`config.mk`:
```
export PLATFORM = sky130hd
export DESIGN_NAME = array_mem
export DESIGN_NICKNAME = d
export VERILOG_FILES = /design/src/rtl/array_mem_pkg.sv /design/src/rtl/array_mem_spram.sv /design/src/rtl/array_mem.sv
export SDC_FILE = /design/constraint.sdc
export NUM_CORES = 2
export LEC_CHECK = 0
export CAP_MARGIN = 10
export CELL_PAD_IN_SITES_DETAIL_PLACEMENT = 0
export CELL_PAD_IN_SITES_GLOBAL_PLACEMENT = 1
export CORE_UTILIZATION = 45
export CTS_CLUSTER_DIAMETER = 150
export DETAILED_ROUTE_END_ITERATION = 16
export PLACE_DENSITY_LB_ADDON = 0.3
export SLEW_MARGIN = 20
export SYNTH_ARGS = -nofsm -noshare
export SYNTH_HDL_FRONTEND = slang
export SYNTH_SLANG_ARGS = --single-unit
```
`constraint.sdc`:
```
create_clock -name clk -period 16.6 [get_ports clk]
set_input_delay 3.32 -clock clk [delete_from_list [all_inputs] [get_ports clk]]
set_output_delay 3.32 -clock clk [all_outputs]
set_load 0.005 [all_outputs]
```
`src/rtl/array_mem_pkg.sv`:
```
// Shared definitions for Array-typed ports: default widths, the request field
// layout used by every producer/consumer, and the backing-store FSM states.
package array_mem_pkg;

    localparam int INT_N_DEF  = 8;
    localparam int ADDR_N_DEF = 8;

    typedef enum logic {
        ST_INIT = 1'b0,
        ST_RUN  = 1'b1
    } array_state_e;

    // Request side of an Array port; the response is a bare out0_do word.
    typedef struct packed {
        logic                  valid;
        logic                  we;
        logic [ADDR_N_DEF-1:0] addr;
        logic [INT_N_DEF-1:0]  di;
    } array_req_t;

    typedef struct packed {
        logic                 ready;
        logic [INT_N_DEF-1:0] dout;
    } array_rsp_t;

endpackage

```
`src/rtl/array_mem_spram.sv`:
```
// Single-port synchronous RAM with a registered, write-first read port whose
// output register only updates when rd_en_i is high (so it holds otherwise).
module array_spram #(
    parameter int DW = 8,
    parameter int AW = 8
) (
    input  logic          clk,
    input  logic          rst,
    input  logic          we_i,
    input  logic          rd_en_i,
    input  logic [AW-1:0] addr_i,
    input  logic [DW-1:0] wdata_i,
    output logic [DW-1:0] rdata_o
);

    localparam int DEPTH = 1 << AW;

    logic [DW-1:0] mem_q [DEPTH];
    logic [DW-1:0] rdata_q;

    always_ff @(posedge clk) begin
        if (we_i) begin
            mem_q[addr_i] <= wdata_i;
        end
    end

    // A write returns its own data so back-to-back write/read sees fresh values.
    always_ff @(posedge clk) begin
        if (rst) begin
            rdata_q <= '0;
        end else if (rd_en_i) begin
            rdata_q <= we_i ? wdata_i : mem_q[addr_i];
        end
    end

    assign rdata_o = rdata_q;

endmodule

```
`src/rtl/array_mem.sv`:
```
// Array-port backing store: after reset sweeps an identity table into the RAM,
// then serves one read or write request per cycle with one-cycle latency.
module array_mem
    import array_mem_pkg::*;
#(
    parameter int INT_N  = INT_N_DEF,
    parameter int ADDR_N = ADDR_N_DEF
) (
    input  logic              clk,
    input  logic              rst,
    input  logic              out0_valid,
    output logic              out0_ready,
    input  logic [ADDR_N-1:0] out0_addr,
    input  logic              out0_we,
    input  logic [INT_N-1:0]  out0_di,
    output logic [INT_N-1:0]  out0_do
);

    array_state_e      state_q, state_d;
    logic [ADDR_N-1:0] ptr_q, ptr_d;
    logic [INT_N-1:0]  init_data;
    logic              init_wr;
    logic              accept;
    logic              ram_we;
    logic [ADDR_N-1:0] ram_addr;
    logic [INT_N-1:0]  ram_wdata;

    // Init pattern is the pointer zero-extended or truncated to the word width.
    for (genvar gi = 0; gi < INT_N; gi++) begin : g_init_data
        if (gi < ADDR_N) begin : g_bit
            assign init_data[gi] = ptr_q[gi];
        end else begin : g_zero
            assign init_data[gi] = 1'b0;
        end
    end

    always_comb begin
        state_d = state_q;
        ptr_d   = ptr_q;
        case (state_q)
            ST_INIT: begin
                ptr_d = ptr_q + 1'b1;
                if (ptr_q == {ADDR_N{1'b1}}) begin
                    state_d = ST_RUN;
                end
            end
            ST_RUN: begin
                ptr_d = ptr_q;
            end
            default: begin
                state_d = ST_INIT;
            end
        endcase
    end

    always_ff @(posedge clk) begin
        if (rst) begin
            state_q <= ST_INIT;
            ptr_q   <= '0;
        end else begin
            state_q <= state_d;
            ptr_q   <= ptr_d;
        end
    end

    // Ready depends only on state and reset, never on valid.
    assign out0_ready = (state_q == ST_RUN) && !rst;
    assign accept     = out0_valid && out0_ready;
    assign init_wr    = (state_q == ST_INIT) && !rst;

    assign ram_we    = init_wr || (accept && out0_we);
    assign ram_addr  = init_wr ? ptr_q : out0_addr;
    assign ram_wdata = init_wr ? init_data : out0_di;

    array_spram #(
        .DW (INT_N),
        .AW (ADDR_N)
    ) u_ram (
        .clk     (clk),
        .rst     (rst),
        .we_i    (ram_we),
        .rd_en_i (accept),
        .addr_i  (ram_addr),
        .wdata_i (ram_wdata),
        .rdata_o (out0_do)
    );

endmodule

```
# After elaboration in Yosys (flattened, before gate mapping)
# Memory sizes are Yosys's and may differ from the RTL's. A register that Yosys moved wholly into a read port is not among the register bits.
# Cells that the tools add are included.
[totals]
word_cells = 19
regBits = 9
n_memories = 1
ram_bits = 2048
in_bits = 20
out_inout_bits = 9
[op_classes]
reduce_logical = 6
n_bitwise = 1
muxes = 7
eq_ne = 1
n_addsub = 1
[memory_table]
columns = ["memory", "words", "word_bits", "read_ports", "rd_ports_with_merged_regs", "write_ports", "line", "text"]
rows = [
  ["u_ram.mem_q", 256, 8, 1, 1, 1, "array_mem_spram.sv:18", "logic [DW-1:0] mem_q [DEPTH];"],
]
[ops]
columns = ["cell", "n"]
rows = [
  ["$mux 8", 3],
  ["$add 8x1->8 const B", 1],
  ["$eq 8x8->1 const B", 1],
  ["$logic_and 1x1->1", 4],
  ["$mux 1", 4],
  ["$logic_not 1->1", 1],
  ["$logic_or 1x1->1", 1],
  ["$not 1->1", 1],
]

# Depth between registers and ports, before layout
[logic_depth]
depth_word = 7
depth_mapped = 14
depth_no_buf = 9

# Modules after synthesis
# From an unflattened synthesis, not the netlist that was laid out.
[hier_totals]
hier_cells = 3679
hier_area_um2 = 79397.4
[by_module_without_submodules]
columns = ["module", "area_per_inst_um2", "n_inst", "seq_area_each_um2", "cells_per_inst"]
rows = [
  ["array_spram", 78756.8, 1, 61659.1, 3587],
  ["array_mem", 640.6, 1, 180.2, 92],
]

# Worst setup path after synthesis
# Ideal clock, no wire load.
[synth_path]
path_kind = "in2reg"
from = "input rst"
to = "memory u_ram.mem_q[0][2] (data pin)"
setup_time_ps = 2188
path_buffers = 4
stages = 6
setup_slack_ps = 264
required_time_ps = 14412
arrival_ps = 14147
cell_sequence = "buf_2 > or2_1 > buf_2 > clkbuf_1 > clkbuf_1 > o21ai_0"
[synth_between]
elab_chain_cells = 3
[synth_lines]
columns = ["item", "line", "text"]
rows = [
  ["from (decl)", "array_mem.sv:10", "input logic rst,"],
  ["$logic_not 1->1", "array_mem.sv:69", "assign init_wr = (state_q == ST_INIT) && !rst;"],
  ["$logic_and 1x1->1", "array_mem.sv:69", ""],
  ["$mux 8", "array_mem.sv:73", "assign ram_wdata = init_wr ? init_data : out0_di;"],
  ["named net ram_wdata[2]", "array_mem.sv:26", "logic [INT_N-1:0] ram_wdata;"],
  ["to (decl)", "array_mem_spram.sv:18", ""],
]
# The timed path passes the listed nets, and every way through them passes these cells.

# Worst setup path after layout
[layout_path]
from = "input rst"
to = "register u_ram.rdata_q[0], in the netlist u_ram.rdata_o[0] (read register of u_ram.mem_q)"
[layout_between]
elab_chain_cells = 3
elab_cells_between_ends = 5
classes_between = "1 x mux; 4 x reduce/logical"
[layout_lines]
columns = ["item", "line", "text"]
rows = [
  ["$logic_not 1->1", "array_mem.sv:67, array_mem.sv:69", ""],
  ["$logic_and 1x1->1 (on tied branches)", "array_mem.sv:69, array_mem.sv:67", ""],
  ["$mux 8 / $logic_and 1x1->1 (equally long branches)", "array_mem.sv:72, array_mem.sv:68", ""],
  ["to (decl)", "array_mem_spram.sv:19", "logic [DW-1:0] rdata_q;"],
]
# Parallel ways exist; a longest one is shown, timed or not.
# A chain may end at the register's enable or synchronous reset.

==> metrics.md <==
| Metric | Value |
|---|---|
| Layout Skew | `0.0581 ns` |
| Worst setup EP type | `register` |
| Critical Path RT | `17.34 ns` |
| Overall routing resource usage | `~23%` |
| Final nets | `~4300` |
| Syn nets | `roughly 4300` |
| Gate Count Post-Synth | `between 4000 and 5000` |
| Post-route insts no fill | `approximately 6700` |
| CTS sink cnt | `between 2000 and 2500` |
| Final TNS setup | `0 ns` |
| Die span in y | `around 420 um` |
| TritonCTS clock tree | `done` |
| Mux cell area share after synthesis | `less than 1%` |
| WL final | `203 mm` |
| Tmin final | `between 8 and 9 ns` |
| Vias | `42800` |
| # rows | `approximately 150` |
| Leak | `0.0261 uW` |
| Synth Area in Simple Gates | `between 2 and 2.5%` |
| HPWL after DPL | `around 110 mm` |
| Worst-path cell chain | `clkdlybuf4s50_1, buf_4, nor2_4, o21ai_4, buf_4, buf_4, buf_4, a22o_1, a221oi_1, o22ai_1, o21ai_0, a41oi_1, nor4_1, o41ai_1` |
| Post-synth EDFFs | `between 2000 and 2500` |
| Most frequent cells in the layout | `2048 x edfxtp_1, 492 x a22o_1, 492 x a221oi_1` |
| Final period util | `50.4%` |
| Syn_area_per_cell | `~18 sq um` |
| Chip width | `roughly 420 um` |
| Switching Share | `around 22%` |
| Post-DP Area | `between 70000 and 80000 sq um` |
| Initial antenna violation count | `7` |
| Number of diodes | `0` |
| Pins over their slew limit | `0` |
| Synth warn | `0` |
| First-pass detailed-route iteration total | `6` |
| Starting DRT DRC Count | `about 5300` |
| Netlist Area Pre-Place | `a little under 80000 sq um` |
| GPL Wtd Cong | `a little under 0.9` |
| Root Driver | `clkbuf_16` |
| Wire per inst | `between 30 and 40 um` |
| Placeable Area | `170000 sq um` |
| CP top delay family | `buffers and inverters` |
| Clock Path Buffers | `3` |
| Int Pwr | `between 8000 and 9000 uW` |
| HP Class | `register to register` |
| Vias in the first global route | `roughly 41000` |
| Power Dens Cells | `127 nW/um^2` |
| Synth Area in Adders | `0.0162%` |
| XOR/XNOR Fraction of Synth Area | `less than 1%` |
| Clock network power share | `40.3%` |
| Hold Slack | `0.568 ns` |
| Num CTS Buffers | `about 200` |
| Most used cell, CP | `buf_4` |
| Worst slew margin | `between 20% and 30%` |
| Sequential share of power | `a little over half` |
| Via-to-Cell Ratio | `between 6 and 7` |
| DRC | `0` |
| Unrepaired setup endpoints after global routing | `no` |
| Register area share after synthesis | `between 80% and 90%` |
| Clock Latency Late Sink | `approximately 0.85 ns` |
| GRT overflow | `0` |
| Crit Path Max Fanout | `63` |
| Pre-CTS setup slack | `between 7 and 8 ns` |
| Clock Pin Slew Worst Setup and Hold Paths | `approximately 0.06 ns` |
| Most common cell after layout, fill and taps aside | `edfxtp_1` |
| Cell taking the most area after synthesis | `edfxtp_1` |
| Wire length of the first global-routing pass | `293 mm` |
| Pin count of the biggest net entering global routing | `a little over 200` |
| Final Setup Violations | `0` |
| Worst vdd ir | `roughly 0.10 mV` |
| Logic gate share of total power | `6.8%` |
| Post-CTS Setup Repair Bufs | `0` |
| Post-route cell area | `between 80000 and 90000 sq um` |
| Antenna Violating Nets Remaining | `0` |
| Buffers on Ports | `28` |
| Synth Area in Compound Gates | `15.3%` |
| Top Ports | `29` |
| Layout area overhead | `11.2%` |
| Status | `completed` |
| Post-CTS Hold Fix Bufs | `0` |
| Type of the worst setup path | `primary input to register` |
| Worst path bufs/invs | `5` |
| Worst setup SP type | `primary input` |
| Layout cell share with drive strength beyond 1 | `8.69%` |
| FFs w/ async S/R, synth | `0%` |
| Starting Density | `between 40% and 50%` |
| Critical path's slowest cell | `o21ai_4` |
| Sw Pwr | `roughly 2400 uW` |
| Post-synth cell types | `slightly above 50` |
| Flops & latches, synth | `approximately 2100` |
| Top-area cell type share of the netlist area | `79.7%` |
| # H-tree levels | `4` |
| Largest family of logic cells by synthesized area | `compound AO/OA/AOI/OAI gates` |
| Inst Count DP | `about 6300` |
| Ys flop type | `edfxtp_1` |
| Worst-margin pin slew | `between 1 and 1.5 ns` |
| Die area | `about 170000 sq um` |
| Post-cts sizing count | `0` |
| Fmax | `120 MHz` |
| Worst Path Arrival | `9.11 ns` |
| Setup ws final | `8.23 ns` |
| Largest stage delay, worst path | `between 0.7 and 0.8 ns` |
| Final Hold Vio Count | `0` |
| Synth top area cells | `edfxtp_1 80%, a221oi_1 5.6%, a22o_1 5.6%` |
| Max Cap Viol | `0` |
Yosys cell counts (all sizes together) (2+ instances only):
cell / number
nor3: 7
clkbuf: 93
a41oi: 31
o31ai: 5
a211oi: 2
o22ai: 253
buf: 252
a22oi: 40
and3: 6
nand3: 21
o31a: 2
dfxtp: 17
o41ai: 3
nand2: 54
inv: 5
o21ai: 136
nor3b: 2
xnor2: 3
or3: 5
or4b: 2
a22o: 492
nor2b: 3
xor2: 3
a221oi: 492
o21a: 4
nor4: 11
edfxtp: 2048
nand3b: 6
nand2b: 9
a21oi: 29
nor2: 263
a31oi: 3
final timing paths:
kind,end,slack (ns),start,cells after the start
setup / recovery,u_ram.rdata_o[0]$_SDFFE_PP0P_,8.23,rst,14
hold / removal,init_data[6]$_SDFFE_PP0N_,0.57,init_data[6]$_SDFFE_PP0N_,2
setup reg to reg,u_ram.rdata_o[0]$_SDFFE_PP0P_,10.60,state_q$_SDFF_PP0_,12
hold reg to reg,init_data[6]$_SDFFE_PP0N_,0.57,init_data[6]$_SDFFE_PP0N_,2
state kept, by name (all words and copies together), names as in the netlist:
register,flops
u_ram.mem_q,2048
u_ram.rdata_o,8
init_data,8
state_q,1
power groups by stage:
stage	combinational, uW	sequential (uW)	clock, uW
after detailed placement	739	5880	0
after CTS	741	5770	4450
after floorplan	466	5930	0
final	743	5770	4390
after global placement	733	5880	0
after global routing	790	5760	4630
metal layers:
metal / part of all wire [%] / GRT usage, % / up-vias
met5: 0.013 / 0 / -
met4: 3.0 / 7.63 / 4
met3: 8.7 / 4.71 / 298
met2: 45 / 34.0 / 1900
met1: 43 / 34.2 / 22300
li1: - / - / 18300
metrics by stage:
stage / utilization (%) / power, uW
detailed placement: 46.7 / 6620
global route: 50.5 / 11200
finish: 50.5 / 10900
global placement: 46.7 / 6610
floorplan: - / 6390
CTS: 50.5 / 11000
worst register-to-register path, cell delays in order (launching register included):
cell and delay, ns:
dfxtp_1 0.81, nor2_4 0.33, o21ai_4 0.77, buf_4 0.67, buf_4 0.80, buf_4 0.79, a22o_1 0.28, a221oi_1 0.06
o22ai_1 0.21, o21ai_0 0.19, a41oi_1 0.49, nor4_1 0.13, o41ai_1 0.37
final cells by class:
cell class / instances / area, sq um
clock buffers: 266 / 5470
inverters: 5 / 18.8
repair buffers: 116 / 1070
well taps: 2218 / 2780
clock inverters: 96 / 850
flip-flops and latches: 2065 / 61800
multi-input cells: 1895 / 13700
fillers: 13600 / 84100
cell families after synthesis:
logic type               count (synthesis)
buffers and inverters                  350
multiplexers                             1
AO/OA/AOI/OAI                         1494
flip-flops                            2065
adder cells (fa/ha/maj)                  1
AND/OR/NAND/NOR                        393
XOR/XNOR                                 6
(Power assumes the default switching activity.)
